## src/rtl/neuron_train_sequencer_pkg.sv

```systemverilog
// Shared types for the training sequencer: the zero2one_t sample element,
// the error-sum width derived from it and the sequencer state encoding.
package neuron_train_sequencer_pkg;

    localparam int ZW = 8;
    typedef logic [ZW-1:0] zero2one_t;

    // Four unsigned lane differences need two bits of headroom above one element.
    function automatic int err_width(input int elem_w);
        return elem_w + 2;
    endfunction

    localparam int ERR_W = err_width($bits(zero2one_t));

    typedef enum logic [1:0] {
        IDLE,
        PRESENT,
        LEARN,
        ADVANCE
    } train_state_t;

endpackage

```

## src/rtl/zero2one_abs_err_sum.sv

```systemverilog
// Combinational sum of |out[k] - exp[k]| over the four output lanes of a layer.
module zero2one_abs_err_sum
    import neuron_train_sequencer_pkg::*;
(
    input  logic [4*ZW-1:0]  out_vec,
    input  logic [4*ZW-1:0]  exp_vec,
    output logic [ERR_W-1:0] err
);

    // NOTE: combinational logic uses blocking '=' and assigns every output a
    // default first, so the running sum cannot infer a latch.
    always_comb begin
        err = '0;
        for (int k = 0; k < 4; k++) begin
            if (out_vec[k*ZW +: ZW] >= exp_vec[k*ZW +: ZW])
                err = err + ERR_W'(out_vec[k*ZW +: ZW] - exp_vec[k*ZW +: ZW]);
            else
                err = err + ERR_W'(exp_vec[k*ZW +: ZW] - out_vec[k*ZW +: ZW]);
        end
    end

endmodule

```

## src/rtl/neuron_train_sequencer.sv

```systemverilog
// Presents buffered training samples to the 4-neuron layer, one settle/learn
// slot per sample, and tracks per-sample error and per-epoch hit counts.
module neuron_train_sequencer
    import neuron_train_sequencer_pkg::*;
#(
    parameter int N      = 16,
    parameter int DEPTH  = 8,
    parameter int SETTLE = 2,
    parameter int EPOCHS = 4,
    parameter int TOL    = 8
) (
    input  logic                     clock,
    input  logic                     rst_n,
    input  logic                     load_valid,
    output logic                     load_ready,
    input  logic [N*ZW-1:0]          load_in,
    input  logic [4*ZW-1:0]          load_expected,
    input  logic                     clear,
    input  logic                     start,
    input  logic                     abort,
    output logic                     busy,
    output logic                     done,
    output logic [$clog2(DEPTH):0]   count,
    output logic [15:0]              epoch,
    output logic [$clog2(DEPTH):0]   hits,
    output logic [ERR_W-1:0]         last_err,
    output logic                     layer_valid,
    output logic                     layer_learn,
    output logic [N*ZW-1:0]          layer_in,
    output logic [4*ZW-1:0]          layer_expected_out,
    input  logic [4*ZW-1:0]          layer_out
);

    localparam int AW = $clog2(DEPTH);
    localparam int CW = AW + 1;
    localparam int SW = $clog2(SETTLE + 1);

    train_state_t     state;
    logic [N*ZW-1:0]  buf_in  [DEPTH];
    logic [4*ZW-1:0]  buf_exp [DEPTH];
    logic [AW-1:0]    wptr;
    logic [AW-1:0]    idx;
    logic [AW-1:0]    next_idx;
    logic [SW-1:0]    settle_cnt;
    logic [CW-1:0]    acc;
    logic [ERR_W-1:0] err;
    logic [15:0]      next_epoch;
    logic             wr_en;
    logic             start_ok;
    logic             is_last;

    zero2one_abs_err_sum u_err (
        .out_vec (layer_out),
        .exp_vec (layer_expected_out),
        .err     (err)
    );

    assign load_ready = (state == IDLE) && (count != CW'(DEPTH));
    assign busy       = (state != IDLE);
    assign wr_en      = load_valid && load_ready && !clear;
    assign start_ok   = (state == IDLE) && start && !abort && (count != '0);
    assign is_last    = ({1'b0, idx} == count - CW'(1));
    assign next_idx   = is_last ? '0 : idx + AW'(1);
    assign next_epoch = epoch + 16'd1;

    // NOTE: the sample buffer is plain storage and deliberately has no reset;
    // only entries below count are ever presented to the layer.
    always_ff @(posedge clock) begin
        if (wr_en) begin
            buf_in[wptr]  <= load_in;
            buf_exp[wptr] <= load_expected;
        end
    end

    // NOTE: all registered state uses non-blocking '<=' so every branch sees
    // the pre-edge values of its neighbours.
    always_ff @(posedge clock) begin
        if (!rst_n) begin
            state              <= IDLE;
            count              <= '0;
            wptr               <= '0;
            idx                <= '0;
            settle_cnt         <= '0;
            acc                <= '0;
            epoch              <= '0;
            hits               <= '0;
            last_err           <= '0;
            done               <= 1'b0;
            layer_valid        <= 1'b0;
            layer_learn        <= 1'b0;
            layer_in           <= '0;
            layer_expected_out <= '0;
        end else begin
            done <= 1'b0;

            if (state == IDLE) begin
                if (clear) begin
                    count <= '0;
                    wptr  <= '0;
                end else if (wr_en) begin
                    count <= count + CW'(1);
                    wptr  <= wptr + AW'(1);
                end
            end

            if (abort && state != IDLE) begin
                state       <= IDLE;
                layer_valid <= 1'b0;
                layer_learn <= 1'b0;
                acc         <= '0;
            end else begin
                case (state)
                    IDLE: begin
                        if (start_ok) begin
                            state              <= PRESENT;
                            idx                <= '0;
                            epoch              <= '0;
                            acc                <= '0;
                            settle_cnt         <= '0;
                            layer_valid        <= 1'b1;
                            layer_learn        <= 1'b0;
                            layer_in           <= buf_in[0];
                            layer_expected_out <= buf_exp[0];
                        end
                    end
                    PRESENT: begin
                        // Layer output is judged only after the full settle window.
                        if (settle_cnt == SW'(SETTLE - 1)) begin
                            last_err    <= err;
                            if (err <= ERR_W'(TOL))
                                acc <= acc + CW'(1);
                            layer_learn <= 1'b1;
                            state       <= LEARN;
                        end else begin
                            settle_cnt <= settle_cnt + SW'(1);
                        end
                    end
                    LEARN: begin
                        layer_valid <= 1'b0;
                        layer_learn <= 1'b0;
                        state       <= ADVANCE;
                    end
                    ADVANCE: begin
                        idx <= next_idx;
                        if (is_last) begin
                            epoch <= next_epoch;
                            hits  <= acc;
                            acc   <= '0;
                        end
                        if (is_last && EPOCHS != 0 && next_epoch == 16'(EPOCHS)) begin
                            state <= IDLE;
                            done  <= 1'b1;
                        end else begin
                            state              <= PRESENT;
                            settle_cnt         <= '0;
                            layer_valid        <= 1'b1;
                            layer_in           <= buf_in[next_idx];
                            layer_expected_out <= buf_exp[next_idx];
                        end
                    end
                    default: state <= IDLE;
                endcase
            end
        end
    end

endmodule

```

## config.mk

```make
export PLATFORM = sky130hd
export DESIGN_NAME = neuron_train_sequencer
export DESIGN_NICKNAME = d
export VERILOG_FILES = /design/src/rtl/neuron_train_sequencer_pkg.sv /design/src/rtl/zero2one_abs_err_sum.sv /design/src/rtl/neuron_train_sequencer.sv
export SDC_FILE = /design/constraint.sdc
export NUM_CORES = 2
export LEC_CHECK = 0
export ABC_AREA = 1
export CAP_MARGIN = 20
export CORE_ASPECT_RATIO = 1.2
export CORE_MARGIN = 8
export CORE_UTILIZATION = 30
export DETAILED_ROUTE_END_ITERATION = 12
export PLACE_DENSITY = 0.53
export SETUP_SLACK_MARGIN = 0.1
export SLEW_MARGIN = 20
export SYNTH_ARGS = -nofsm -noshare
export SYNTH_HDL_FRONTEND = slang
export SYNTH_SLANG_ARGS = --single-unit
```

## constraint.sdc

```tcl
create_clock -name clock -period 9.81 [get_ports clock]
set_input_delay 1.962 -clock clock [delete_from_list [all_inputs] [get_ports clock]]
set_output_delay 1.962 -clock clock [all_outputs]
set_load 0.03 [all_outputs]
```

==> impl_metrics.env <==
export IMPL_multi_input_area_um2=20700
export IMPL_grt_overflow_total=0
export IMPL_p_per_area_nw_per_um2=301
export IMPL_holdWs_ns=0.489
export IMPL_grt_pass1_vias=44000
export IMPL_final_cells=9134
export IMPL_cts_root_buf="clkbuf_16"
export IMPL_vias=44000
export IMPL_wl_per_cell_um=21.5
export IMPL_cp_max_fo=10
export IMPL_placed_cells=8810
export IMPL_track_usage_pct=16.0
export IMPL_async_reset_ff_share_pct=0
export IMPL_rrSetupSlack_ns=3.55
export IMPL_min_path_type="reg -> reg"
export IMPL_cts_setup_buffers=0
export IMPL_crit_path_max_incr_delay_ns=0.46
export IMPL_hpwl_um=108000
export IMPL_synth_edf_count=1280
export IMPL_period_share_pct=75.7
export IMPL_ys_types=54
export IMPL_chipHeight_um=532
export IMPL_dr_pass1_iters=7
export IMPL_required_ns=10.56
export IMPL_crit_buf_inv=4
export IMPL_grt_pass1_wl_um=292000
export IMPL_cts_tree="yes"
export IMPL_core_area_um2=221000
export IMPL_grt_max_degree=182
export IMPL_grt_antenna_before_repair=53
export IMPL_clock_latency_ns=0.83
export IMPL_cap_violations=0
export IMPL_rows=189
export IMPL_drive_above_1_share_pct=18.4
export IMPL_numCtsBuffers=162
export IMPL_syn_to_final_growth_pct=17.9
export IMPL_finalCoreUtilization_pct=35.5
export IMPL_vias_per_cell=4.82
export IMPL_slew_violations=0
export IMPL_start_kind="primary input"
export IMPL_die_w_um=446
export IMPL_ys_warn_count=0
export IMPL_arrival_ns=8.18
export IMPL_slew_headroom_pct=24.5
export IMPL_n_fill_cell=21600
export IMPL_synth_ff_type="edfxtp_1"
export IMPL_regArea_um2=42700
export IMPL_max_freq_ghz=0.135
export IMPL_rsz0062_at_grt="false"
export IMPL_cts_sinks=1491
export IMPL_post_synth_top_area_cell="edfxtp_1"
export IMPL_vdd_ir_drop_max_v=0.000822
export IMPL_ys_seq_area_share_pct=64.2
export IMPL_finClkSkew_ns=0.0462
export IMPL_synth_fp_nets=6062
export IMPL_dieArea_um2=237000
export IMPL_io_pins=397
export IMPL_hold_violations=0
export IMPL_gp_congestion=0.819
export IMPL_crit_slowest_cell="clkdlybuf4s50_1"
export IMPL_ctsHoldBuffers=0
export IMPL_synth_cells=5750
export IMPL_netlist_area_um2=66500
export IMPL_routed_wl_um=197000
export IMPL_ctsHtreeMaxLevel=4
export IMPL_syn_avg_cell_area_um2=11.6
export IMPL_setup_violations=0
export IMPL_dr_first_iter_drc_count=2623
export IMPL_netlist_area_leader_share_pct=57.8
export IMPL_cts_max_path_buffers=3
export IMPL_worstMarginPinSlew_ns=1.13
export IMPL_synthTopCellsByArea="edfxtp_1 (58%), o211ai_1 (7.4%), dfxtp_1 (6.4%)"
export IMPL_final_nets=6326
export IMPL_initial_core_util_pct=30.1
export IMPL_numPortBuffers=396
export IMPL_ant_nets=0
export IMPL_drc_errors=0
export IMPL_power_total_uw=23600
export IMPL_p_leak_uw=0.0277
export IMPL_path_clk_slew_ns=0.06
export IMPL_critPathTopFamily="simple AND/OR/NAND/NOR gates"
export IMPL_worstSetupPathType="in -> reg"
export IMPL_end_kind="register"
export IMPL_fin_crit_ns=7.43
export IMPL_cts_resized=0
export IMPL_crit_top_cell="nand2_1"
export IMPL_yosys_register_bits=1491
export IMPL_status="complete, no violations"
export IMPL_finalSetupTns_ns=0
registers in the layout, indices dropped and copies added, names as in the netlist, 3 cells and up:
register,count
last_err,10
idx,3
count,4
wptr,3
buf_in,1024
hits,4
layer_in,128
acc,4
buf_exp,256
layer_expected_out,32
epoch,16
area by class of cell:
type / instances / area share (%)
inverters: 364 / 1.79
well taps: 2960 / 4.72
flip-flops and latches: 1491 / 54.4
repair buffers: 453 / 5.80
clock buffers: 220 / 5.60
multi-input cells: 3542 / 26.4
diodes: 21 / 0.0670
clock inverters: 83 / 1.17
worst reg2reg max path: cells and delay by family, from the launching register on:
kind | cells | cell delay (ns)
adder cells (fa/ha/maj) | 4 | 1.37
AO/OA/AOI/OAI | 7 | 1.31
flip-flops | 1 | 0.48
AND/OR/NAND/NOR | 18 | 2.09
buffers and inverters | 4 | 0.39
XOR/XNOR | 3 | 0.56
cells in the final DEF (no fill, tap or decap), types with 18 or more instances in the layout:
| master | netlist | layout |
|---|---|---|
| clkbuf_16 | 0 | 163 |
| dfxtp_1 | 211 | 211 |
| nor2_1 | 210 | 202 |
| buf_4 | 8 | 45 |
| o211ai_1 | 652 | 652 |
| nand3_1 | 544 | 544 |
| nand2_2 | 76 | 73 |
| nor2_2 | 201 | 201 |
| nand4_1 | 18 | 18 |
| or2_1 | 111 | 111 |
| ha_1 | 103 | 102 |
| diode_2 | 0 | 21 |
| inv_1 | 357 | 356 |
| xor2_1 | 33 | 33 |
| nand2_1 | 828 | 828 |
| clkinv_2 | 0 | 27 |
| or2_2 | 532 | 532 |
| a21oi_1 | 88 | 88 |
| xnor2_1 | 23 | 23 |
| clkbuf_1 | 185 | 47 |
| clkinv_1 | 0 | 22 |
| clkdlybuf4s50_1 | 0 | 395 |
| edfxtp_1 | 1280 | 1280 |
| o21ai_0 | 48 | 48 |
synthesized netlist by cell type (all sizes together), types with 2 or more instances:
cell type  number
ha            103
a221oi          2
a21o            4
nor3b           2
clkbuf        228
nand4          20
nand2         905
xor2           35
fa             11
o211ai        652
mux2i           4
inv           364
nor2          413
buf           125
o21ai          50
nor3           10
or2           643
a211oi          5
o21bai          9
a31oi           8
nand3         548
a21oi          88
edfxtp       1280
xnor2          23
dfxtp         211
final timing paths:
path | start | end | cells past startpoint
min reg2reg | settle_cnt[1] | settle_cnt[1] | 2
max | layer_out[2] | acc[3] | 36
min | settle_cnt[1] | settle_cnt[1] | 2
max reg2reg | layer_expected_out[9] | acc[3] | 36
where the power goes:
part	switching (µW)	leakage (µW)	internal, µW	total, µW
Clock	2630	0.00258	3450	6090
Combinational	6270	0.0119	3610	9890
Sequential	313	0.0133	7340	7650
Total	9220	0.0277	14400	23600
cells by family (layout without fill, tap and decap cells):
group	count (synthesis)	after routing	synth area share, %
other	0	21	0
adders and majority gates	114	114	2.27
xor gates and xnor gates	58	58	0.787
AOI/OAI and AO/OA	824	824	8.78
muxes	5	5	0.0772
buffers and inverters	717	1120	4.82
DFF	1491	1491	64.2
and+or+nand+nor	2541	2541	19.1
layer usage:
| layer | wire, µm | track usage [%] | vias up |
|---|---|---|---|
| met1 | 87100 | 20.9 | 21900 |
| met5 | 164 | 0 | - |
| li1 | - | - | 20800 |
| met3 | 9730 | 3.11 | 311 |
| met2 | 94600 | 27.2 | 939 |
| met4 | 5090 | 4.53 | 26 |
metrics by stage:
stage	setup slack, ns	area (µm²)
floorplan	-0.103	66500
global placement	1.51	73000
CTS	2.46	78400
finish	2.38	78400
global route	1.77	78400
detailed placement	1.56	73000
No activity file was read; power rests on OpenSTA's default activity.
